`src/rtl/mem_access_unit.sv`:
```
// Load/store engine: decodes readMem/writeMem into one or two word-bus beats with byte strobes and load extension.
// Done pulses the cycle after the last bus_ack (or the cycle after accept on a rejected misalignment); the bus is held until it acks.
module mem_access_unit #(
  parameter int ADDR_W         = 32,
  parameter bit MISALIGN_SPLIT = 1'b1,
  parameter int TIMEOUT        = 0,
  parameter int TO_W           = 8
) (
  input  logic              clk,
  input  logic              rst,
  input  logic              req_valid,
  input  logic [2:0]        readMem,
  input  logic [1:0]        writeMem,
  input  logic [ADDR_W-1:0] addr,
  input  logic [31:0]       wdata,
  output logic              busy,
  output logic              done,
  output logic [31:0]       rdata,
  output logic              misalign,
  output logic              bus_err,
  output logic              bus_req,
  output logic              bus_we,
  output logic [ADDR_W-1:0] bus_addr,
  output logic [3:0]        bus_wstrb,
  output logic [31:0]       bus_wdata,
  input  logic [31:0]       bus_rdata,
  input  logic              bus_ack
);

  typedef enum logic [1:0] {IDLE, BEAT0, BEAT1} state_t;

  localparam logic [TO_W-1:0] TO_LAST = TO_W'((TIMEOUT > 0) ? (TIMEOUT - 1) : 0);

  state_t            state, state_nxt;
  logic              st_store, st_sign, st_cross;
  logic [1:0]        st_size, st_off;
  logic [31:0]       st_wdata, beat0_rdata;
  logic [ADDR_W-1:0] st_base;
  logic [TO_W-1:0]   to_cnt;

  logic        dec_ok, dec_store, dec_sign, dec_mis, dec_cross;
  logic [1:0]  dec_size;
  logic [2:0]  dec_bytes;
  logic        accept, reject, timeout_hit;
  logic [3:0]  mask;
  logic [2:0]  hi_bytes;
  logic [63:0] ld_pair;
  logic [31:0] ld_lo, ld_word;

  // Size code: 0 byte, 1 half, 2 word; a nonzero writeMem overrides readMem.
  always_comb begin
    dec_ok    = 1'b1;
    dec_store = 1'b0;
    dec_sign  = 1'b0;
    dec_size  = 2'd0;
    if (writeMem != 2'b00) begin
      dec_store = 1'b1;
      dec_size  = writeMem - 2'd1;
    end else begin
      case (readMem)
        3'b001:  dec_size = 2'd2;
        3'b110:  begin dec_size = 2'd1; dec_sign = 1'b1; end
        3'b111:  begin dec_size = 2'd0; dec_sign = 1'b1; end
        3'b011:  dec_size = 2'd0;
        3'b010:  dec_size = 2'd1;
        default: dec_ok = 1'b0;
      endcase
    end
  end

  assign dec_bytes = (dec_size == 2'd0) ? 3'd1 : ((dec_size == 2'd1) ? 3'd2 : 3'd4);
  assign dec_mis   = ((dec_size == 2'd1) & addr[0]) | ((dec_size == 2'd2) & (addr[1:0] != 2'b00));
  assign dec_cross = ({1'b0, addr[1:0]} + dec_bytes) > 3'd4;
  assign accept    = (state == IDLE) & req_valid & dec_ok;
  assign reject    = accept & dec_mis & (MISALIGN_SPLIT == 1'b0);

  // An ack in the cycle the counter reaches its limit still wins.
  assign timeout_hit = (TIMEOUT != 0) && (state != IDLE) && !bus_ack && (to_cnt == TO_LAST);

  always_ff @(posedge clk) begin
    if (rst) state <= IDLE;
    else     state <= state_nxt;
  end

  always_comb begin
    state_nxt = state;
    case (state)
      IDLE:    if (accept && !reject) state_nxt = BEAT0;
      BEAT0:   if (bus_ack)          state_nxt = st_cross ? BEAT1 : IDLE;
               else if (timeout_hit) state_nxt = IDLE;
      BEAT1:   if (bus_ack || timeout_hit) state_nxt = IDLE;
      default: state_nxt = IDLE;
    endcase
  end

  assign mask     = (st_size == 2'd0) ? 4'b0001 : ((st_size == 2'd1) ? 4'b0011 : 4'b1111);
  assign hi_bytes = 3'd4 - {1'b0, st_off};

  always_comb begin
    busy      = 1'b0;
    bus_req   = 1'b0;
    bus_we    = 1'b0;
    bus_addr  = '0;
    bus_wstrb = 4'b0000;
    bus_wdata = 32'd0;
    case (state)
      BEAT0: begin
        busy     = 1'b1;
        bus_req  = 1'b1;
        bus_we   = st_store;
        bus_addr = st_base;
        if (st_store) begin
          bus_wstrb = mask << st_off;
          bus_wdata = st_wdata << {st_off, 3'b000};
        end
      end
      BEAT1: begin
        busy     = 1'b1;
        bus_req  = 1'b1;
        bus_we   = st_store;
        bus_addr = st_base + ADDR_W'(4);
        if (st_store) begin
          bus_wstrb = mask >> hi_bytes;
          bus_wdata = st_wdata >> {hi_bytes, 3'b000};
        end
      end
      default: ;
    endcase
  end

  // Single-beat loads see zero in the upper word, so one shifter covers both cases.
  assign ld_pair = (state == BEAT1) ? {bus_rdata, beat0_rdata} : {32'd0, bus_rdata};
  assign ld_lo   = 32'(ld_pair >> {st_off, 3'b000});

  always_comb begin
    case (st_size)
      2'd0:    ld_word = st_sign ? {{24{ld_lo[7]}}, ld_lo[7:0]} : {24'd0, ld_lo[7:0]};
      2'd1:    ld_word = st_sign ? {{16{ld_lo[15]}}, ld_lo[15:0]} : {16'd0, ld_lo[15:0]};
      default: ld_word = ld_lo;
    endcase
  end

  always_ff @(posedge clk) begin
    if (rst) begin
      done        <= 1'b0;
      misalign    <= 1'b0;
      bus_err     <= 1'b0;
      rdata       <= 32'd0;
      st_store    <= 1'b0;
      st_sign     <= 1'b0;
      st_cross    <= 1'b0;
      st_size     <= 2'd0;
      st_off      <= 2'd0;
      st_wdata    <= 32'd0;
      st_base     <= '0;
      beat0_rdata <= 32'd0;
      to_cnt      <= '0;
    end else begin
      done     <= 1'b0;
      misalign <= 1'b0;
      bus_err  <= 1'b0;
      if (accept) begin
        st_store <= dec_store;
        st_sign  <= dec_sign;
        st_cross <= dec_cross;
        st_size  <= dec_size;
        st_off   <= addr[1:0];
        st_wdata <= wdata;
        st_base  <= {addr[ADDR_W-1:2], 2'b00};
        to_cnt   <= '0;
        if (reject) begin
          done     <= 1'b1;
          misalign <= 1'b1;
        end
      end
      if (state != IDLE) begin
        if (bus_ack) begin
          to_cnt <= '0;
          if (state == BEAT0) beat0_rdata <= bus_rdata;
          if ((state == BEAT1) || !st_cross) begin
            done <= 1'b1;
            if (!st_store) rdata <= ld_word;
          end
        end else if (timeout_hit) begin
          done    <= 1'b1;
          bus_err <= 1'b1;
          rdata   <= 32'd0;
        end else begin
          to_cnt <= to_cnt + 1'b1;
        end
      end
    end
  end

endmodule

```
`config.mk`:
```
export PLATFORM = sky130hd
export DESIGN_NAME = mem_access_unit
export DESIGN_NICKNAME = d
export VERILOG_FILES = /design/src/rtl/mem_access_unit.sv
export SDC_FILE = /design/constraint.sdc
export NUM_CORES = 1
export LEC_CHECK = 0
export ABC_CLOCK_PERIOD_IN_PS = 3000
export BUFFER_PORTS_ARGS = -buffer_cell sky130_fd_sc_hd__buf_4
export CAP_MARGIN = 10
export CORE_MARGIN = 1
export CORE_UTILIZATION = 51
export CTS_BUF_LIST = sky130_fd_sc_hd__clkbuf_8
export CTS_CLUSTER_DIAMETER = 200
export DETAILED_ROUTE_END_ITERATION = 6
export PLACE_DENSITY = 0.84
export REMOVE_ABC_BUFFERS = 1
export SYNTH_ARGS = -nofsm -noshare
export SYNTH_HDL_FRONTEND = slang
export SYNTH_SLANG_ARGS = --single-unit
```
`constraint.sdc`:
```
create_clock -name clk -period 3 [get_ports clk]
set_clock_uncertainty 0.2 [all_clocks]
set_input_delay 0.3 -clock clk [delete_from_list [all_inputs] [get_ports clk]]
set_output_delay 0.3 -clock clk [all_outputs]
set_load 0.05 [all_outputs]
```
==> results of run 1 <==
-- cell families (layout without fill, tap and decap cells) --
family,after synthesis,in the layout
flip-flops,136,136
AND/OR/NAND/NOR,428,428
other,1,5
multiplexers,94,94
adder cells (fa/ha/maj),7,7
buffers and inverters,123,399
XOR/XNOR,1,1
AO/OA/AOI/OAI,378,378
-- registers in the layout (all words and copies together) (netlist names) --
name and flops:
beat0_rdata 32, done 1, rdata 32, st_base 30
st_cross 1, st_off 2, st_sign 1, st_size 2
st_store 1, st_wdata 32, state 2
-- path summary, 6_finish.rpt --
path	endpoint	slack, ns	from
worst max register to register	beat0_rdata[9]	0.25	state[1]
worst min-delay path	st_size[0]	0.13	req_valid
worst max-delay path	bus_addr[20]	0.07	st_base[2]
worst min register to register	beat0_rdata[2]	0.26	beat0_rdata[2]
-- cell type report --
cell class | instances | area [um^2]
clock inverters | 8 | 46.3
multi-input cells | 912 | 5480
clock buffers | 23 | 317
repair buffers | 353 | 3000
diodes | 1 | 2.50
well taps | 220 | 275
flip-flops and latches | 136 | 2740
fillers | 1181 | 4610
inverters | 15 | 56.3
-- worst max-delay path, cell delays in order (launching register included) --
cell and delay (ns):
dfxtp_4 0.39, ha_4 0.15, nand4_1 0.26, nor4_4 0.32, buf_4 0.17, and2_4 0.16
nand3_1 0.13, o21ai_2 0.21, buf_6 0.19
-- layer usage --
metal  wire length, um  GRT usage (%)  vias up
met2             14800           56.4      615
met4               905           14.7        0
met1             11500           39.3     4742
met5                 0              0        -
li1                  -              -     4664
met3              2510           6.07       94
-- power groups by stage --
stage	logic [W]	clock network [W]	registers [W]
6_report	0.00126	0.00142	0.00203
5_1_grt	0.00135	0.00150	0.00204
4_1_cts	0.00122	0.00142	0.00202
3_5_place_dp	0.00110	0	0.00206
3_3_place_gp	0.00108	0	0.00205
2_1_floorplan	0.000555	0	0.00217
-- repair_timing --
action	CTS	global route
hold buffers	102	0
endpoints found under the hold margin	102	0
cloned	0	2
setup endpoints to repair	27	41
pin swaps	2	3
buffers inserted	2	5
gates resized for setup	8	39
-- cell usage in the layout (no fill, tap or decap), drive strengths merged, types with 11 or more instances in the layout --
cell         Yosys  routed
nand2          254     254
buf             39     250
a21oi          165     165
dfxtp          136     136
dlygate4sd3      0     102
nor2            89      89
o21ai           85      85
mux2i           74      74
a211oi          39      39
clkbuf          69      24
o211ai          20      20
nand3           14      14
inv             12      13
mux2            13      13
a31oi           11      11
and2            11      11
nor3            11      11
-- metrics by stage --
step	cell area [um^2]	TNS [ns]	hold slack, ns	utilization [%]	setup WS (ns)
after floorplan	8110	-289.86	0.165	-	-4.36
after global placement	10300	0	0.241	62.2	0.356
after detailed placement	10300	0	0.248	62.2	0.245
after CTS	11700	0	0.102	70.9	0.00372
after global routing	11900	-0.0980	0.137	72.1	-0.0831
final	11900	0	0.125	72.1	0.0657
==> reports/metrics.csv, run 1 <==
metric,value,unit
"Top FF cell, synth",dfxtp_1,
maximum vdd drop,338,uV
IO buf count,206,
combinational fraction of design power,26.8,%
critical path arrival,2.43,ns
post-synthesis compound-gate area fraction,26.9,%
via/cell ratio,6.06,
fmax,0.341,GHz
Initial Util,52.0,%
die width,132,um
sequential power share,43.0,%
Overflow after GRT,0,
die height,132,um
leakage power,4.47,nW
Post-synth EDFFs,0,
Detail Placement HPWL,18.0,mm
Tmin final,2.93,ns
wire length per cell,17.8,um
gpl congestion,0.904,
largest net degree at the start of global routing,72,
first-pass GRT wire length,46.1,mm
Longest Clk Path Bufs,2,
routed vias,10100,
antenna-violating nets left,0,
Syn Area/Cell,7.36,um^2
XOR/XNOR Fraction of Synth Area,0.102,%
Final Hold Fails,0,
number of CTS-inserted buffers,17,
Total Power,0.00472,W
Max Slew Vio Count,0,
hold depth,4,
"top cells by count, synth","nand2_1 (254), a21oi_1 (165), dfxtp_1 (136), nor2_1 (88), o21ai_0 (85)",
kind of end point of the critical path,output port,
row count,47,
Synth Register Bits,136,
max cap viols,0,
initial antenna violation count,0,
Cell variety after synth,68,
Root Driver,clkbuf_8,
"count leader, synth",nand2_1,
H-tree Lvls,4,
Power Internal,0.00312,W
WS Path Type,reg -> out,
cell count after placement,1525,
vias in the first global route,9436,
Adder-Cell Fraction of Synth Area,1.11,%
HP Class,in -> reg,
max_slew headroom,17.9,%
# clock sinks,136,
Worst Path Required,2.50,ns
layout overhead on the synthesized area,38.6,%
DRT Pass-1 Iters,6,
post-synthesis cell count,1168,
die area,0.0174,mm^2
"Seq/Total Area, Yosys",31.7,%
Net Sw Frac,33.9,%
crit path max fanout,7,
element type at the critical path start,register,
CORE AREA,0.0165,mm^2
sw power,0.00160,W
Power Dens Cells,396,mW/mm^2
Syn Std Cell Area,0.00859,mm^2
Routed WL,29.7,mm
Layout Cells excl Fill,1668,
status,finished clean,
"area leader, netlist",dfxtp_1,
share of cells above drive strength 1,24.3,%
latest clock arrival within the worst-skew pair,0.46,ns
post-synthesis simple-gate area fraction,21.5,%
mux contribution to synthesized area,12.2,%
Final Cycle Share,97.8,%
largest cells by area after synthesis,"dfxtp_1 (32%), nand2_1 (11%), a21oi_1 (9.6%)",
CTS tree,done,
Clk pwr share,30.2,%
GRT Overall Usage,32.6,%
Final Setup Violations,0,
IO Count,211,
synth warn,0,
Iter 0 DRT Violations,955,
worst-margin pin slew,1.23,ns
DRC,0,
Synth top area share,31.7,%
main combinational cell family by area after synthesis,compound AO/OA/AOI/OAI gates,
"CTS clk-pin slew, worst paths",0.07,ns
Synth async-reset ratio,0,%
worst reg2reg path depth,7,
fin nets,1547,
No activity file was read; power rests on OpenSTA's default activity.
==> run 2, diff against run 1 <==
ABC_AREA = 1   (was unset)
PLACE_DENSITY = 0.83   (was 0.84)
==> reports/metrics.csv, run 2 <==
metric,value,unit
status,finished clean,
vias in the first global route,10400,
fin nets,1889,
fmax,0.346,GHz
"commonest non-fill, non-tap cell in the layout",nand2_1,
CP max stage cell,ha_1,
post-synthesis cell count,1527,
Synth async-reset ratio,0,%
latest clock arrival within the worst-skew pair,0.46,ns
DRT Pass-1 Iters,6,
first-pass GRT wire length,49.2,mm
die height,136,um
max_slew headroom,54.5,%
Placed Area,0.0106,mm^2
IO buf count,206,
Detail Placement HPWL,19.9,mm
"Seq/Total Area, Yosys",30.0,%
max cap viols,0,
Max Slew Vio Count,0,
routed vias,11500,
share of cells above drive strength 1,18.1,%
largest net degree at the start of global routing,85,
Syn Area/Cell,5.95,um^2
CORE AREA,0.0174,mm^2
gpl congestion,0.953,
DRC,0,
critical path arrival,2.39,ns
die width,136,um
antenna-violating nets left,0,
Iter 0 DRT Violations,1282,
"Largest stage delay, worst path",0.48,ns
leakage power,5.18,nW
initial antenna violation count,0,
number of CTS-inserted buffers,17,
IO Count,211,
Post-synth EDFFs,0,
Final Cycle Share,96.5,%
"area leader, netlist",dfxtp_1,
largest cells by area after synthesis,"dfxtp_1 (30%), nand2_1 (17%), nand3_1 (10%)",
Worst Path Required,2.50,ns
die area,0.0184,mm^2
Power Dens Cells,779,mW/mm^2
Syn Std Cell Area,0.00909,mm^2
"worst slack, placed",0.488,ns
maximum vdd drop,589,uV
Antenna diodes,0,
"top cells by count, synth","nand2_1 (402), nor2_1 (200), nand3_1 (183), dfxtp_1 (136), a21oi_1 (135)",
Final Setup Violations,0,
Synth top area share,30.0,%
CTS tree,done,
Root Driver,clkbuf_8,
crit path max fanout,7,
Final Hold Fails,0,
Crit path top cell by count,buf_4,
"Top FF cell, synth",dfxtp_1,
Tmin final,2.89,ns
HP Class,in -> reg,
GRT Overall Usage,33.6,%
element type at the critical path start,register,
synth warn,0,
Total Power,0.00940,W
"commonest non-fill, non-tap cells in the layout","nand2_1 (401), buf_4 (232), nor2_1 (199)",
Longest Clk Path Bufs,2,
Initial Util,52.4,%
"count leader, synth",nand2_1,
via/cell ratio,5.69,
Overflow after GRT,0,
Routed WL,31.1,mm
layout overhead on the synthesized area,32.8,%
PnR worst setup slack,0.106,ns
kind of end point of the critical path,output port,
H-tree Lvls,4,
"CTS clk-pin slew, worst paths",0.07,ns
wire length per cell,15.4,um
Top Registers,"beat0_rdata (32), rdata (32), st_wdata (32)",
Cell variety after synth,40,
worst-margin pin slew,0.682,ns
cell breakdown of the critical path,inv_2 > ha_1 > clkinvlp_4 > buf_4 > nand2_1 > o221ai_1 > a21oi_1 > buf_4,
# clock sinks,136,
WS Path Type,reg -> out,
row count,48,
fin area,0.0121,mm^2
Synth Register Bits,136,
## run 2: changes by cell type after synthesis, moves of 11 or more
cell / delta
and2_1: -11
o21ai_0: +43
mux2i_1: -74
a211oi_1: -26
o21ai_1: +11
nand2_1: +148
clkbuf_1: -20
inv_1: +92
nand3_1: +171
a21oi_1: -30
nor2_1: +112
nor2_2: +23
## run 2: what timing repair did
| action | in CTS | in global routing |
|---|---|---|
| cloned | 0 | 1 |
| hold buffers | 97 | 0 |
| hold endpoints to repair | 96 | 0 |
| pin swaps | 0 | 1 |
| endpoints found under the setup margin | 2 | 28 |
| setup buffers | 0 | 6 |
| gates resized for setup | 2 | 10 |
## run 2: path summary, 6_finish.rpt
kind	from	endpoint	slack, ns	cells past startpoint
worst max-delay path	st_off[1]	bus_wdata[6]	0.11	8
worst min-delay path	addr[0]	st_off[0]	0.007	3
worst max register to register	state[0]	st_sign	0.43	12
worst min register to register	beat0_rdata[3]	beat0_rdata[3]	0.26	2
## run 2: kinds of logic (layout without fill, tap and decap cells)
group	after synthesis	in the layout	synth area share (%)
buf+inv	219	479	10.4
other cells	1	4	0.0413
simple gates	836	836	38.7
compound gates	328	328	19.8
flops	136	136	30.0
fa+ha+maj	7	7	1.05
## run 2: final cells by class
class / count / area, um^2
multi-input combinational: 1175 / 5460
fill: 1467 / 5290
timing repair buffer: 334 / 2780
sequential: 136 / 2720
inverter: 112 / 432
tap: 225 / 282
clock buffer: 19 / 262
clock inverter: 13 / 130
timing repair inverter: 1 / 7.51
## run 2: stage by stage
stage	setup TNS, ns	cells	hold slack [ns]	util, %
after floorplan	-127.35	1423	0.169	-
after global placement	0	1879	0.241	61.1
after detailed placement	0	1879	0.247	61.1
after CTS	0	2008	0.00572	69.0
after global routing	-0.00882	2015	0.00144	69.5
final	0	2015	0.00673	69.5
## run 2: power breakdown
part,total [W],leakage (nW),internal [W],switching [W]
registers,0.00254,1.12,0.00222,0.000326
logic,0.00533,3.85,0.00159,0.00374
clock network,0.00153,0.208,0.000776,0.000754
## run 2: worst max-delay path: cells and delay by family (launching register included)
family          cells  cell delay [ns]
buf+inv             4             0.71
fa+ha+maj           1             0.48
compound gates      2             0.33
simple gates        1             0.06
flops               1             0.35
## run 2: metal layers
metal	track usage, %	vias up	share of wire, %
met2	54.8	715	46
li1	-	5507	-
met4	15.0	0	3.3
met3	6.70	103	9.5
met1	42.7	5132	41
met5	0	-	0
